**config.mk**
```make
export PLATFORM = sky130hd
export DESIGN_NAME = opb_register_simulink2ppc
export DESIGN_NICKNAME = d
export VERILOG_FILES = /design/src/rtl/opb_register_simulink2ppc.sv
export SDC_FILE = /design/constraint.sdc
export NUM_CORES = 1
export LEC_CHECK = 0
export CAP_MARGIN = 20
export CORE_UTILIZATION = 25
export DETAILED_ROUTE_END_ITERATION = 7
export GPL_TIMING_DRIVEN = 0
export SLEW_MARGIN = 0
export SYNTH_ARGS = -nofsm -noshare
export SYNTH_HDL_FRONTEND = slang
export SYNTH_SLANG_ARGS = --single-unit
```
**constraint.sdc**
```tcl
create_clock -name OPB_Clk -period 4 [get_ports OPB_Clk]
set_input_delay 1.2 -clock OPB_Clk [delete_from_list [all_inputs] [get_ports OPB_Clk]]
set_output_delay 1.2 -clock OPB_Clk [all_outputs]
set_load 0.005 [all_outputs]
```
**src/rtl/opb_register_simulink2ppc.sv**
```systemverilog
// OPB read-back register: captures a fabric word with a valid strobe and serves it to the PPC.
// Optional capture counter enabled with `define CAPTURE_COUNT_EN.
module opb_register_simulink2ppc #(
    parameter logic [31:0] C_BASEADDR   = 32'h01080100,
    parameter logic [31:0] C_HIGHADDR   = 32'h010801FF,
    parameter int          C_OPB_AWIDTH = 32,
    parameter int          C_OPB_DWIDTH = 32,
    parameter              C_FAMILY     = "virtex5"
) (
    input  logic                      OPB_Clk,
    input  logic                      OPB_Rst,
    input  logic [0:C_OPB_AWIDTH-1]   OPB_ABus,
    input  logic [0:C_OPB_DWIDTH/8-1] OPB_BE,
    input  logic [0:C_OPB_DWIDTH-1]   OPB_DBus,
    input  logic                      OPB_RNW,
    input  logic                      OPB_select,
    input  logic                      OPB_seqAddr,
    output logic [0:C_OPB_DWIDTH-1]   Sl_DBus,
    output logic                      Sl_xferAck,
    output logic                      Sl_errAck,
    output logic                      Sl_retry,
    output logic                      Sl_toutSup,
    input  logic [31:0]               user_data_in,
    input  logic                      user_valid,
    output logic                      user_frozen
);

    localparam int AW = C_OPB_AWIDTH;
    localparam unused_family = C_FAMILY;

    typedef enum logic {
        IDLE,
        ACK
    } bus_state_t;

    bus_state_t  state_q;
    bus_state_t  state_d;
    logic [7:0]  offset;
    logic [7:0]  off_q;
    logic        rnw_q;
    logic        hit;
    logic [31:0] rd_word;
    logic [31:0] data_q;
    logic        new_q;
    logic        ovr_q;
    logic        frz_q;
    logic [31:0] count_rd;
    logic        ack_end;
    logic        wr_en;
    logic        wr_status;
    logic        wr_ctrl;
    logic        rd_data_ack;
    logic        capture;
    logic        ovr_event;
    logic        unused_ok;

    assign offset = OPB_ABus[AW-8:AW-1];
    assign hit    = OPB_select
                 && (OPB_ABus >= C_BASEADDR)
                 && (OPB_ABus <= C_HIGHADDR);

    always_comb begin
        state_d = state_q;
        unique case (state_q)
            IDLE: if (hit && !Sl_xferAck) state_d = ACK;
            ACK:  state_d = IDLE;
        endcase
    end

    always_ff @(posedge OPB_Clk) begin
        if (OPB_Rst) state_q <= IDLE;
        else         state_q <= state_d;
    end

    assign Sl_xferAck = (state_q == ACK);
    assign Sl_errAck  = 1'b0;
    assign Sl_retry   = 1'b0;
    assign Sl_toutSup = 1'b0;

    // Bus-side effects land at the edge that ends the ack cycle.
    assign ack_end     = (state_q == ACK);
    assign wr_en       = ack_end && !rnw_q;
    assign wr_status   = wr_en && (off_q == 8'h04) && OPB_BE[3] && OPB_DBus[30];
    assign wr_ctrl     = wr_en && (off_q == 8'h08) && OPB_BE[3];
    assign rd_data_ack = ack_end && rnw_q && (off_q == 8'h00);

    assign capture   = user_valid && !frz_q;
    assign ovr_event = user_valid && (frz_q || new_q);

    always_comb begin
        rd_word = '0;
        case (offset)
            8'h00:   rd_word = data_q;
            8'h04:   rd_word = {30'd0, ovr_q, new_q};
            8'h08:   rd_word = {31'd0, frz_q};
            8'h0C:   rd_word = count_rd;
            default: rd_word = '0;
        endcase
    end

    always_ff @(posedge OPB_Clk) begin
        if (OPB_Rst) begin
            Sl_DBus <= '0;
            off_q   <= '0;
            rnw_q   <= 1'b0;
        end else begin
            Sl_DBus <= (state_d == ACK && OPB_RNW) ? rd_word : '0;
            if (state_d == ACK) begin
                off_q <= offset;
                rnw_q <= OPB_RNW;
            end
        end
    end

    // Capture beats the read-clear of NEW; an overrun beats its clear.
    always_ff @(posedge OPB_Clk) begin
        if (OPB_Rst) begin
            data_q <= '0;
            new_q  <= 1'b0;
            ovr_q  <= 1'b0;
            frz_q  <= 1'b0;
        end else begin
            if (capture) data_q <= user_data_in;
            if (capture)          new_q <= 1'b1;
            else if (rd_data_ack) new_q <= 1'b0;
            if (ovr_event)      ovr_q <= 1'b1;
            else if (wr_status) ovr_q <= 1'b0;
            if (wr_ctrl) frz_q <= OPB_DBus[31];
        end
    end

`ifdef CAPTURE_COUNT_EN
    logic [31:0] count_q;

    always_ff @(posedge OPB_Clk) begin
        if (OPB_Rst)      count_q <= '0;
        else if (capture) count_q <= count_q + 32'd1;
    end

    assign count_rd = count_q;
`else
    assign count_rd = '0;
`endif

    assign user_frozen = frz_q;
    assign unused_ok   = ^{OPB_seqAddr, OPB_DBus[0:29], OPB_BE[0:2]};

endmodule
```
### Yosys cells after proc, flatten, opt, wreduce, memory -nomap -nowiden

Cells that the tools add are included.

* bitwise operators: 2
* multiplexer cells: 7
* reduce and logical (&&, ||, !) cells: 23
* equality and inequality tests: 4
* magnitude comparators: 2

Operator list (count)
* $pmux 32 s3: 1
* $ge 32x25->1 const B: 1
* $le 32x25->1 const B: 1
* $eq 8x3->1 const B: 2
* $eq 8x4->1 const B: 2
* $logic_not 8->1: 2
* $logic_and 1x1->1: 14
* $mux 1: 5
* $reduce_bool 2->1: 2
* $logic_not 1->1: 3
* $not 1->1: 2
* $pmux 1 s2: 1
* $reduce_or 2->1: 1
* $logic_or 1x1->1: 1

* register bits: 77
* output and inout bits: 37
* bits of input ports: 106

### Longest topological paths before layout

* word-level depth: 9
* mapped depth: 6
* depth with buffers taken out: 4

### Worst setup path before layout

No wires, ideal clock.

* path type: input-to-reg
* from: input OPB_ABus[4] (netlist bit)
* to: register Sl_DBus[4] (netlist bit)
* data arrival time: 2625 ps
* slack: 1286 ps
* setup time: 88 ps
* stages: 6
* required time: 3912 ps
* path through: nor4b_1 > nand4_1 > or4_1 > buf_2 > buf_6 > nor4b_2

* word-level cells in the longest chain between the ends: 9
* elaborated cells on any way between the ends: 10
* those cells by class: order compare: 2; mux: 2; bitwise: 1; reduce/logical: 5

Ends and longest elaborated chain
* start: declaration: RTL line 12 `input logic [0:C_OPB_AWIDTH-1] OPB_ABus,`
* $ge 32x25->1: RTL line 59 `&& (OPB_ABus >= C_BASEADDR)`
* $logic_and 1x1->1: RTL line 59
* $logic_and 1x1->1 *: RTL line 60 `&& (OPB_ABus <= C_HIGHADDR);`
* $logic_and 1x1->1 *: RTL line 65 `IDLE: if (hit && !Sl_xferAck) state_d = ACK;`
* $mux 1 *: RTL line 65
* $pmux 1 s2 *: RTL line 64 `unique case (state_q)`
* $logic_and 1x1->1 *: RTL line 107 `Sl_DBus <= (state_d == ACK && OPB_RNW) ? rd_word : '0;`
* $not 1->1 (no line) *
* $reduce_or 2->1 (no line) *
* end signal: assignment: RTL line 107
* end: declaration: RTL line 18 `output logic [0:C_OPB_DWIDTH-1] Sl_DBus,`

Every way passes the cells marked *; elsewhere a longest branch is shown, timed or not.
A chain may end at the register's enable or synchronous reset.

### Worst setup path in the final report

* from: input OPB_ABus[0] (netlist bit)
* to: register Sl_DBus[12] (netlist bit)

Same word-level chain as after synthesis.

==> results.yml <==
floorplan:
  io_pins: 143
  die_area_mm2: 0.0125
  rows: 39
  core_area_mm2: 0.0116
  fp.dieH_um: 112
  start_util: 0.260
  dieWidth_um: 112
power:
  p_int_uw: 1350
  switchingPower_uw: 370
  power-per-cell-area_mw_per_mm2: 381
  p_clk_frac: 0.446
  p_sw_frac: 0.215
  p_leak_uw: 0.00152
  p_total_uw: 1720
  ir_drop_uv: 166
  pwr-share-comb: 0.091
  p_seq_frac: 0.463
global_route:
  grt_usage: 0.131
  globalRouteOverflowTotal: 0
  first_global_vias: 2566
  grt_pass1_wl_mm: 12.7
  antenna_found_initial: 0
  grt_max_degree: 13
outcome:
  status: "finished, violations left"
  violations: "DRC"
clock_network:
  cts_root_buffer: "clkbuf_16"
  h-tree-depth: 3
  cts_tree: "done"
  clkTransAtPathRegs_ns: 0.06
  worstSkewPairLatency_ns: 0.32
  cts_buffer_depth: 2
  cts_sinks: 77
  numCtsBuffers: 9
  postCtsHoldBufs: 0
  cts.repair.resized: 0
  cts_setup_buffers: 0
sta:
  period_share: 0.774
  fin_crit_ns: 3.09
  fin_setup_tns_ns: 0
  rsz0062_at_grt: "no"
  slew_headroom: 0.496
  clock_skew_ns: 0.00387
  setup_viol: 0
  final-max-slew-violation-count: 0
  fmax_mhz: 323
  tightest_slew_ns: 0.756
  finalHoldViolCount: 0
cells_and_area:
  final_common_cell: "clkdlybuf4s50_1"
  final_nets: 536
  layout_common_cells: "clkdlybuf4s50_1, dfxtp_1, nand2_1"
  final_area_mm2: 0.00450
  layout-drive-gt1-share: 0.120
  antennaDiodeCount: 0
  area_growth_syn_to_layout_pct: 49.8
route:
  route.vias.total: 2484
  remaining_drc_errors: 9
  drt-wirelength-per-cell_um: 13.4
  ant_nets: 0
  vias_per_cell: 4.31
  dr.first_iter.drc_count: 113
  wl_mm: 7.73
  dr.pass1.iters: 6
synthesis:
  synth_area_leaders: "dfxtp_1, nand2_1, nor4_2"
  ys_warn_count: 0
  syn_area_mm2: 0.00301
  yosys.area.top_type: "dfxtp_1"
  synth_cells: 314
  yosysSeqAreaShare: 0.513
  synth-seq-cells: 77
  synth_cell_type_count: 26
  synth_top_cell_area_share: 0.513
  post_synth.cell_area_avg_um2: 9.57
critical_path:
  cp_num_buf_inv: 3
  max_stage_delay_ns: 0.52
  cp_data_arrival_time_ns: 3.32
  start_kind: "input port"
  crit_slowest_cell: "or4_1"
  crit_type: "input port to register"
  crit_required_ns: 4.22
  path_max_fanout: 10
  path_cells: "clkdlybuf4s50_1, nor4b_1, nand4_1, or4_1, buf_2, buf_6, nor4b_2"
  end_kind: "register"
  crit_family: "simple AND/OR/NAND/NOR gates"
min_path:
  min_path_type: "register to register"
placement:
  io_buffers: 103
  gp_congestion: 0.748
  place_area_mm2: 0.00422
  hpwl_mm: 5.80
run:
  max_cap_violations: 0
[stage by stage]
step / setup WS (ns) / util / hold slack [ns] / cells
final: 0.906 / 0.389 / 0.449 / 576
after global placement: 0.562 / 0.365 / 0.437 / 562
after CTS: 0.873 / 0.389 / 0.451 / 576
after detailed placement: 0.532 / 0.365 / 0.443 / 562
after global routing: 0.726 / 0.389 / 0.470 / 576
after floorplan: 1.29 / - / 0.431 / 316
[path summary, 6_finish.rpt]
kind | startpoint | to | slack, ns | cells after the start
hold / removal | data_q[11]$_SDFFE_PP0P_ | Sl_DBus[20]$_SDFF_PP0_ | 0.45 | 2
hold reg to reg | data_q[11]$_SDFFE_PP0P_ | Sl_DBus[20]$_SDFF_PP0_ | 0.45 | 2
setup / recovery | OPB_ABus[0] | Sl_DBus[12]$_SDFF_PP0_ | 0.91 | 7
setup reg to reg | Sl_xferAck$_SDFF_PP0_ | Sl_DBus[12]$_SDFF_PP0_ | 1.82 | 6
[per-layer routing]
metal,track usage,wire length (µm)
met5,0,0
met4,0.0505,147
met3,0.0403,417
met2,0.215,3670
met1,0.159,3500
[cell type report]
cell class	count	area [µm²]
Buffer	27	133
Clock buffer	9	225
Clock inverter	5	53.8
Fill cell	1185	7060
Inverter	16	60.1
Multi-Input combinational cell	196	1280
Sequential cell	77	1540
Tap cell	143	179
Timing Repair Buffer	103	1030
[cells by family (layout without fill, tap and decap cells)]
group,after synthesis,count (layout),synth area share
buffers and inverters,43,160,0.0641
AO/OA/AOI/OAI,37,37,0.0620
other,1,3,0.00125
flip-flops,77,77,0.513
AND/OR/NAND/NOR,144,144,0.320
multiplexers,12,12,0.0400
[worst min-delay path: stages (launching register included)]
cell	delay, ns
dfxtp_1	0.31
inv_1	0.06
nor4_2	0.04
[registers in the layout, summed over array words and instances (netlist names)]
| signal | count |
|---|---|
| Sl_DBus | 32 |
| data_q | 32 |
| off_q | 8 |
| Sl_xferAck | 1 |
| new_q | 1 |
| ovr_q | 1 |
| rnw_q | 1 |
| user_frozen | 1 |
[power by group through the flow]
stage / logic (µW) / clock network [µW] / registers (µW)
after floorplan: 67.8 / 0 / 809
after global placement: 155 / 0 / 811
after detailed placement: 157 / 0 / 812
after CTS: 158 / 790 / 795
after global routing: 172 / 825 / 797
final: 156 / 765 / 795
[synth_stat cells]
cell,n
nor4b_1,7
nand2_1,67
or4b_2,1
nand4b_1,2
o22ai_1,1
buf_2,1
nor2_1,5
clkbuf_1,20
nand2b_1,20
nand4_1,2
buf_4,4
inv_1,16
dfxtp_1,77
nor3_1,1
mux2i_1,12
nor4b_2,13
o21ai_0,2
buf_6,2
a21oi_1,34
nor4_2,16
nor2b_1,2
nor2_2,1
nor4_1,4
or4_1,2
conb_1,1
nand3_1,1
(Power assumes the default switching activity.)
